`src/rtl/hart_boot_sequencer.sv`:
```
// Reset/boot sequencer for an N-hart cluster: hold, staggered release, run, and WFI resync.
// Optional resync sleep-wait timeout with debug kick enabled by HART_BOOT_SEQ_TIMEOUT_EN.
module hart_boot_sequencer #(
  parameter int unsigned NHARTS         = 3,
  parameter logic [31:0] BASE_BOOT_ADDR = 32'h0001_0000,
  parameter logic [31:0] WFI_BOOT_ADDR  = BASE_BOOT_ADDR + 32'h200,
  parameter int unsigned RST_HOLD       = 4,
  parameter int unsigned STAGGER        = 2,
  parameter int unsigned TIMEOUT        = 1024
) (
  input  logic                   clk_i,
  input  logic                   rst_i,
  input  logic                   start_i,
  input  logic                   mode_i,
  input  logic [NHARTS-1:0]      hart_en_i,
  input  logic                   resync_i,
  input  logic [NHARTS-1:0]      sleep_i,
  output logic [NHARTS-1:0]      core_rst_no,
  output logic [NHARTS-1:0][31:0] boot_addr_o,
  output logic [NHARTS-1:0]      debug_req_o,
  output logic [NHARTS-1:0]      hart_ready_o,
  output logic                   busy_o,
  output logic                   all_sleep_o,
  output logic                   timeout_o
);

  localparam int unsigned PW   = (NHARTS > 1) ? $clog2(NHARTS) : 1;
  localparam int unsigned CMAX = (RST_HOLD > STAGGER) ? RST_HOLD : STAGGER;
  localparam int unsigned CW   = $clog2(CMAX + 1);

  typedef enum logic [2:0] {
    S_IDLE, S_ASSERT, S_RELEASE, S_RUN, S_SYNC
  } state_e;

  state_e            state_q, state_d;
  logic [CW-1:0]     cnt_q, cnt_d;
  logic [PW-1:0]     ptr_q, ptr_d;
  logic [NHARTS-1:0] en_q, en_d;
  logic [NHARTS-1:0] sel_q, sel_d;
  logic [NHARTS-1:0] rst_no_q, rst_no_d;
  logic              all_sleep_q, all_sleep_d;

  logic              all_sleep_now;
  logic [PW-1:0]     first_idx, nxt_idx;
  logic              has_nxt;

`ifdef HART_BOOT_SEQ_TIMEOUT_EN
  localparam int unsigned TW = $clog2(TIMEOUT + 1);
  logic [TW-1:0]     tcnt_q, tcnt_d;
  logic              timeout_q, timeout_d;
  logic [NHARTS-1:0] dbg_q, dbg_d;
`endif

  assign all_sleep_now = (en_q != '0) && ((sleep_i & en_q) == en_q);

  // Lowest enabled hart, and the next enabled hart above ptr_q.
  always_comb begin
    first_idx = '0;
    nxt_idx   = '0;
    has_nxt   = 1'b0;
    for (int i = NHARTS - 1; i >= 0; i--) begin
      if (en_q[i]) begin
        first_idx = PW'(i);
        if (i > int'(ptr_q)) begin
          nxt_idx = PW'(i);
          has_nxt = 1'b1;
        end
      end
    end
  end

  always_comb begin
    state_d     = state_q;
    cnt_d       = cnt_q;
    ptr_d       = ptr_q;
    en_d        = en_q;
    sel_d       = sel_q;
    rst_no_d    = rst_no_q;
    all_sleep_d = ((state_q == S_RUN) || (state_q == S_SYNC)) && all_sleep_now;
`ifdef HART_BOOT_SEQ_TIMEOUT_EN
    tcnt_d      = tcnt_q;
    timeout_d   = timeout_q;
    dbg_d       = '0;
`endif
    case (state_q)
      S_IDLE, S_RUN: begin
        if (start_i) begin
          en_d     = hart_en_i;
          sel_d    = (sel_q & ~hart_en_i) | ({NHARTS{mode_i}} & hart_en_i);
          rst_no_d = '0;
          cnt_d    = CW'(RST_HOLD - 1);
          state_d  = S_ASSERT;
`ifdef HART_BOOT_SEQ_TIMEOUT_EN
          timeout_d = 1'b0;
`endif
        end else if ((state_q == S_RUN) && resync_i) begin
          state_d = S_SYNC;
`ifdef HART_BOOT_SEQ_TIMEOUT_EN
          tcnt_d  = '0;
`endif
        end
      end
      S_ASSERT: begin
        if (cnt_q == '0) begin
          if (en_q == '0) begin
            state_d = S_RUN;
          end else begin
            ptr_d   = first_idx;
            state_d = S_RELEASE;
          end
        end else begin
          cnt_d = cnt_q - 1'b1;
        end
      end
      S_RELEASE: begin
        // cnt_q == 0 marks a release cycle; disabled harts are never visited.
        if (cnt_q == '0) begin
          rst_no_d[ptr_q] = 1'b1;
          if (has_nxt) begin
            ptr_d = nxt_idx;
            cnt_d = CW'(STAGGER - 1);
          end else begin
            state_d = S_RUN;
          end
        end else begin
          cnt_d = cnt_q - 1'b1;
        end
      end
      S_SYNC: begin
        if (all_sleep_now) begin
          sel_d    = sel_q | en_q;
          rst_no_d = '0;
          cnt_d    = CW'(RST_HOLD - 1);
          state_d  = S_ASSERT;
        end
`ifdef HART_BOOT_SEQ_TIMEOUT_EN
        else if (tcnt_q == TW'(TIMEOUT - 1)) begin
          dbg_d     = en_q & ~sleep_i;
          timeout_d = 1'b1;
          sel_d     = sel_q | en_q;
          rst_no_d  = '0;
          cnt_d     = CW'(RST_HOLD - 1);
          state_d   = S_ASSERT;
        end else begin
          tcnt_d = tcnt_q + 1'b1;
        end
`endif
      end
      default: state_d = S_IDLE;
    endcase
  end

  always_ff @(posedge clk_i) begin
    if (rst_i) begin
      state_q     <= S_IDLE;
      cnt_q       <= '0;
      ptr_q       <= '0;
      en_q        <= '0;
      sel_q       <= '0;
      rst_no_q    <= '0;
      all_sleep_q <= 1'b0;
`ifdef HART_BOOT_SEQ_TIMEOUT_EN
      tcnt_q      <= '0;
      timeout_q   <= 1'b0;
      dbg_q       <= '0;
`endif
    end else begin
      state_q     <= state_d;
      cnt_q       <= cnt_d;
      ptr_q       <= ptr_d;
      en_q        <= en_d;
      sel_q       <= sel_d;
      rst_no_q    <= rst_no_d;
      all_sleep_q <= all_sleep_d;
`ifdef HART_BOOT_SEQ_TIMEOUT_EN
      tcnt_q      <= tcnt_d;
      timeout_q   <= timeout_d;
      dbg_q       <= dbg_d;
`endif
    end
  end

  always_comb begin
    for (int i = 0; i < NHARTS; i++) begin
      boot_addr_o[i] = sel_q[i] ? WFI_BOOT_ADDR : BASE_BOOT_ADDR;
    end
  end

  assign core_rst_no  = rst_no_q;
  assign hart_ready_o = rst_no_q;
  assign busy_o       = (state_q == S_ASSERT) || (state_q == S_RELEASE) || (state_q == S_SYNC);
  assign all_sleep_o  = all_sleep_q;
`ifdef HART_BOOT_SEQ_TIMEOUT_EN
  assign debug_req_o  = dbg_q;
  assign timeout_o    = timeout_q;
`else
  assign debug_req_o  = '0;
  assign timeout_o    = 1'b0;
`endif

endmodule

```
`config.mk`:
```
export PLATFORM = sky130hd
export DESIGN_NAME = hart_boot_sequencer
export DESIGN_NICKNAME = d
export VERILOG_FILES = /design/src/rtl/hart_boot_sequencer.sv
export SDC_FILE = /design/constraint.sdc
export NUM_CORES = 1
export LEC_CHECK = 0
export CAP_MARGIN = 0
export CORE_UTILIZATION = 34
export CTS_CLUSTER_SIZE = 28
export DETAILED_ROUTE_END_ITERATION = 8
export GPL_TIMING_DRIVEN = 0
export PLACE_DENSITY = 0.85
export SLEW_MARGIN = 20
export SYNTH_ARGS = -nofsm -noshare
export SYNTH_HDL_FRONTEND = slang
export SYNTH_SLANG_ARGS = --single-unit
```
`constraint.sdc`:
```
create_clock -name clk_i -period 1.8 [get_ports clk_i]
set_clock_uncertainty 0.2 [all_clocks]
set_input_delay 0.36 -clock clk_i [delete_from_list [all_inputs] [get_ports clk_i]]
set_output_delay 0.36 -clock clk_i [all_outputs]
set_load 0.01 [all_outputs]
```
* Word-level counts from Yosys, hierarchy flattened
Index checks and enable logic that the tools add are counted.
Cells by class: $add $sub $neg 1, $lt $le $gt $ge 4, eq/ne operators 15, mux-type cells 42, bitwise logic cells 7, reductions and logical operators 22
Operators with widths (count):
- 3-bit 2-to-1 mux | 16
- 10-bit 2-to-1 mux | 3
- 3-bit one-hot mux with 4 select lines | 2
- 2-bit 2-to-1 mux | 11
- 2-bit != test (second input constant) | 8
- 5-bit AND reduction | 3
- 3-bit bitwise AND | 3
- 3-bit zero test | 3
- 3-bit bitwise OR | 3
- 3-bit one-hot mux with 3 select lines | 1
- 3-bit by 2-bit == test with 1-bit output (second input constant) | 2
- 1-bit 2-to-1 mux | 6
- 3-bit != test (second input constant) | 2
- 3-bit one-hot mux with 2 select lines | 1
- 3-bit nonzero test | 2
- 1-bit logical AND | 4
- 2-bit one-hot mux with 2 select lines | 1
- 4-bit AND reduction | 1
- 2-bit nonzero test | 2
- 4-bit nonzero test | 1
- 3-bit by 1-bit == test with 1-bit output (second input constant) | 1
- 3-bit == test | 1
- 3-bit == test (second input constant) | 1
- 1-bit logical OR | 3
- other kinds (10) | 10
Storage, ports and cells: register bits 18, bits of input ports 11, output and inout port bits 108, logic and storage cells 98

* Logic depth before layout (Yosys ltp)
word-level depth 8, gate-level depth with buffers 7, gate-level depth less buffers 7

* Worst setup path after synthesis
No wires, ideal clock.
path type register -> register, from reg en_q[0], to reg cnt_q[2], data arrival time 1597 ps, required time 1483 ps, setup slack -114 ps, stages on the path, launching flop included 7, period minus slack after synthesis 1914 ps, cell sequence dfxtp_1 nor2b_1 or4_4 buf_6 o22ai_4 o311ai_1 a32o_1
On the way: longest elaborated chain between the ends 5, elaborated cells between the ends (all ways) 6, classes of those cells eq/ne: 2; bitwise: 1; reduce/logical: 3
Ends and longest elaborated chain:
- start: declaration | RTL line 38 | logic [NHARTS-1:0] en_q, en_d;
- start signal: assignment | RTL line 171 | en_q <= en_d;
- 3-bit bitwise AND | RTL line 54 | assign all_sleep_now = (en_q != '0) && ((sleep_i & en_q) == en_q);
- 3-bit == test | RTL line 54
- 1-bit logical AND (*) | RTL line 54
- 2-bit != test (no line) (*)
- 5-bit AND reduction (no line) (*)
- end signal: assignment | RTL line 169 | cnt_q <= cnt_d;
- end: declaration | RTL line 36 | logic [CW-1:0] cnt_q, cnt_d;
Every way passes the cells marked *; elsewhere a longest branch is shown, timed or not. A chain may end at the register's enable or synchronous reset.

* Final worst setup path
from reg en_q[0], to reg rst_no_q[2] (netlist: core_rst_no[2])
On the way: longest elaborated chain between the ends 5, elaborated cells between the ends (all ways) 6, classes of those cells eq/ne: 2; bitwise: 1; reduce/logical: 3
Ends and longest elaborated chain:
- 3-bit bitwise AND | RTL line 54
- 3-bit == test | RTL line 54
- 1-bit logical AND (*) | RTL line 54
- 2-bit != test (no line) (*)
- 4-bit AND reduction (no line) (*)
- end signal: assignment | RTL line 173 | rst_no_q <= rst_no_d;
- end: declaration | RTL line 40 | logic [NHARTS-1:0] rst_no_q, rst_no_d;
Marks and branches as above.

==> impl_metrics.tcl <==
set metrics [dict create \
    switching_share_pct 42.8 \
    intPower_mw 1.62 \
    drive_above_1_share_pct 40.1 \
    wl_um 4180 \
    total_power_mw 2.83 \
    fp.dieH_um 77.3 \
    grt_start_max_net_pins 11 \
    combPwrFrac_pct 65.7 \
    hold_viol 0 \
    fillCellCount 527 \
    cp.arrival_ns 1.97 \
    antenna_found_initial 0 \
    synth_flop_cell "dfxtp_1" \
    pwr-share-seq_pct 22.3 \
    start_kind "register" \
    hold_class "register to register" \
    worstPathRequired_ns 1.74 \
    crit_family "simple AND/OR/NAND/NOR gates" \
    preCtsSetupSlack_ns -0.623 \
    cp.depth 6 \
    cts-root-buf "clkbuf_8" \
    post-route-period-util_pct 113 \
    power_frac_clock_pct 11.9 \
    via_count 1733 \
    viasPerCell 3.84 \
    leakage_nw 1.49 \
    cp-end-kind "register" \
    synth_top_area_share_pct 38.9 \
    dieArea_um2 5980 \
    synth_area_leaders "buf_4 39%, dfxtp_1 19%, a21oi_1 3.1%" \
    dp_hpwl_um 3040 \
    core_um2 5470 \
    gp_congestion 0.847 \
    ys_ff_latch 18 \
    drc 0 \
    slew_headroom_pct 62.5 \
    postCtsHoldBufs 0 \
    syn-cell-area_um2 1930 \
    die_w_um 77.3 \
    final_max_slew_viol_count 0 \
    rows 27 \
    setup_slack_ns -0.226 \
    yosysSeqAreaShare_pct 18.7 \
    ir_drop_mv 0.464 \
    yosys-top-cells-count "100 x buf_4, 18 x dfxtp_1, 16 x nand2_1" \
    p_switching_mw 1.21 \
    crit_path_max_fanout 7 \
    rsz0062_at_grt "true" \
    fin_crit_ns 2.03 \
    clk_latency_ns 0.26 \
    critical_path_class "register to register" \
    grt_pass1_vias 1310 \
    cts.sinks 18 \
    synthArstFlopShare_pct 0 \
    cts_made_buffers 3 \
    wl_per_cell_um 9.28 \
    final_util_pct 51.7 \
    yosysMostFrequentCell "buf_4" \
    start_util_pct 35.2 \
    grt_pass1_wl_um 6060 \
    areaGrowthSynthToFinish_pct 46.7 \
    worst-r2r-cell-count 6 \
    first_iter_violations 123 \
    cap_violations 0 \
    holdWs_ns 0.271 \
    status "complete, but fails checks" \
    synth-edff-count 0 \
    htreeDepth 1 \
    max_freq_ghz 0.494 \
    ios 119 \
    overflow 0 \
    dr.pass1.iters 4 \
    nets 393 \
    crit_chain "nor2b_4 > or4_4 > buf_6 > o22ai_4 > a21o_1 > nor2_1" \
    syn_avg_cell_area_um2 7.65 \
    port_buffers 20 \
    grt_use_total_pct 12.4 \
    postRouteAntennaNets 0 \
    clockBufferDepth 2 \
    clk_pin_slew_ns 0.07 \
    failed_checks "negative setup slack" \
    ys_types 46 \
    tritoncts "yes" \
    power_density_nw_per_um2 1000 \
    slowest_stage "or4_4" \
    setup_violations 12 \
    netlist_instances 252 \
    diodes 0 \
    min_delay_path_depth 2 \
    yosys.area.top_type "buf_4" \
    slowest_delay_ns 0.62 \
    worst-path-buf-inv 1 \
    yosys_warnings 0 \
    worst_slew_pin_slew_ns 0.563 \
]
-- tightest hold or removal path: stages (launching register included) --
cell      delay, ns
dfxtp_1        0.31
inv_1          0.06
a221oi_2       0.05
-- area by class of cell --
cell class,instances,area [um2],area share (%)
inverter,12,45.0,1.59
tap,72,90.1,3.18
clock buffer,4,55.1,1.95
multi-input combinational,208,1170,41.4
buffer,106,803,28.4
timing repair buffer,31,282,9.95
sequential,18,384,13.6
-- logic make-up (layout without fill, tap and decap cells) --
kind of cell / after synthesis / count (layout) / synth area share, %
XOR/XNOR: 2 / 2 / 0.909
AND/OR/NAND/NOR: 59 / 59 / 16.8
other: 2 / 97 / 0.390
multiplexers: 2 / 2 / 1.04
adder cells (fa/ha/maj): 2 / 2 / 1.30
AO/OA/AOI/OAI: 46 / 46 / 17.4
buffers and inverters: 121 / 153 / 43.5
flip-flops: 18 / 18 / 18.7
-- metrics by stage --
stage               setup TNS, ns  instance area [um2]  instances
floorplan                  -0.168                 2290        347
global placement            -7.41                 2580        439
detailed placement          -7.82                 2580        439
CTS                         -1.55                 2740        444
global route                -2.38                 2830        451
finish                      -1.76                 2830        451
-- power by group through the flow --
stage / clock [mW] / combinational (mW) / sequential (mW)
6_report: 0.338 / 1.86 / 0.631
5_1_grt: 0.355 / 1.99 / 0.647
4_1_cts: 0.342 / 1.66 / 0.625
3_5_place_dp: 0 / 1.55 / 0.582
3_3_place_gp: 0 / 1.52 / 0.579
2_1_floorplan: 0 / 1.21 / 0.579
-- routing by layer --
layer	up-vias	wire length [um]	GRT usage [%]	part of all wire (%)
met4	0	25	1.70	0.60
met3	6	385	3.69	9.2
met5	-	0	0	0
met2	83	2150	23.0	51
met1	749	1620	14.1	39
li1	895	-	-	-
-- path summary, 6_finish.rpt --
kind	from	to	slack [ns]
worst max-delay path	en_q[0]$_SDFFE_PP0P_	core_rst_no[2]$_SDFFE_PP0P_	-0.23
worst min-delay path	register	register	0.27
worst max register to register	en_q[0]$_SDFFE_PP0P_	core_rst_no[2]$_SDFFE_PP0P_	-0.23
worst min register to register	register	register	0.27
-- cells in the final DEF, fill, tap and decap left out, drive strengths merged --
| master | instances |
|---|---|
| clkbuf | 6 |
| a32o | 1 |
| nor2 | 12 |
| nand3b | 1 |
| or4b | 1 |
| o21ai | 7 |
| nand2b | 3 |
| a21oi | 12 |
| inv | 12 |
| nand3 | 1 |
| or2 | 1 |
| or4 | 2 |
| dlygate4sd2 | 4 |
| o22ai | 7 |
| dfxtp | 18 |
| a221oi | 3 |
| xor2 | 1 |
| ha | 2 |
| nor3 | 5 |
| nor2b | 9 |
| a31oi | 3 |
| o311ai | 1 |
| clkdlybuf4s50 | 13 |
| conb | 97 |
| and2 | 2 |
| dlymetal6s2s | 2 |
| o2111ai | 2 |
| nand2 | 16 |
| buf | 116 |
| a2111oi | 1 |
| a211oi | 4 |
| nor3b | 5 |
| mux2i | 2 |
| o2bb2ai | 1 |
| xnor2 | 1 |
| or3b | 1 |
| o21a | 1 |
| a21o | 3 |
-- repair_timing --
action                     CTS  global route
setup endpoints to repair   22            15
setup buffers                4             7
resized for setup           37            15
pin swaps                    7            12
No activity file was read; power rests on OpenSTA's default activity.
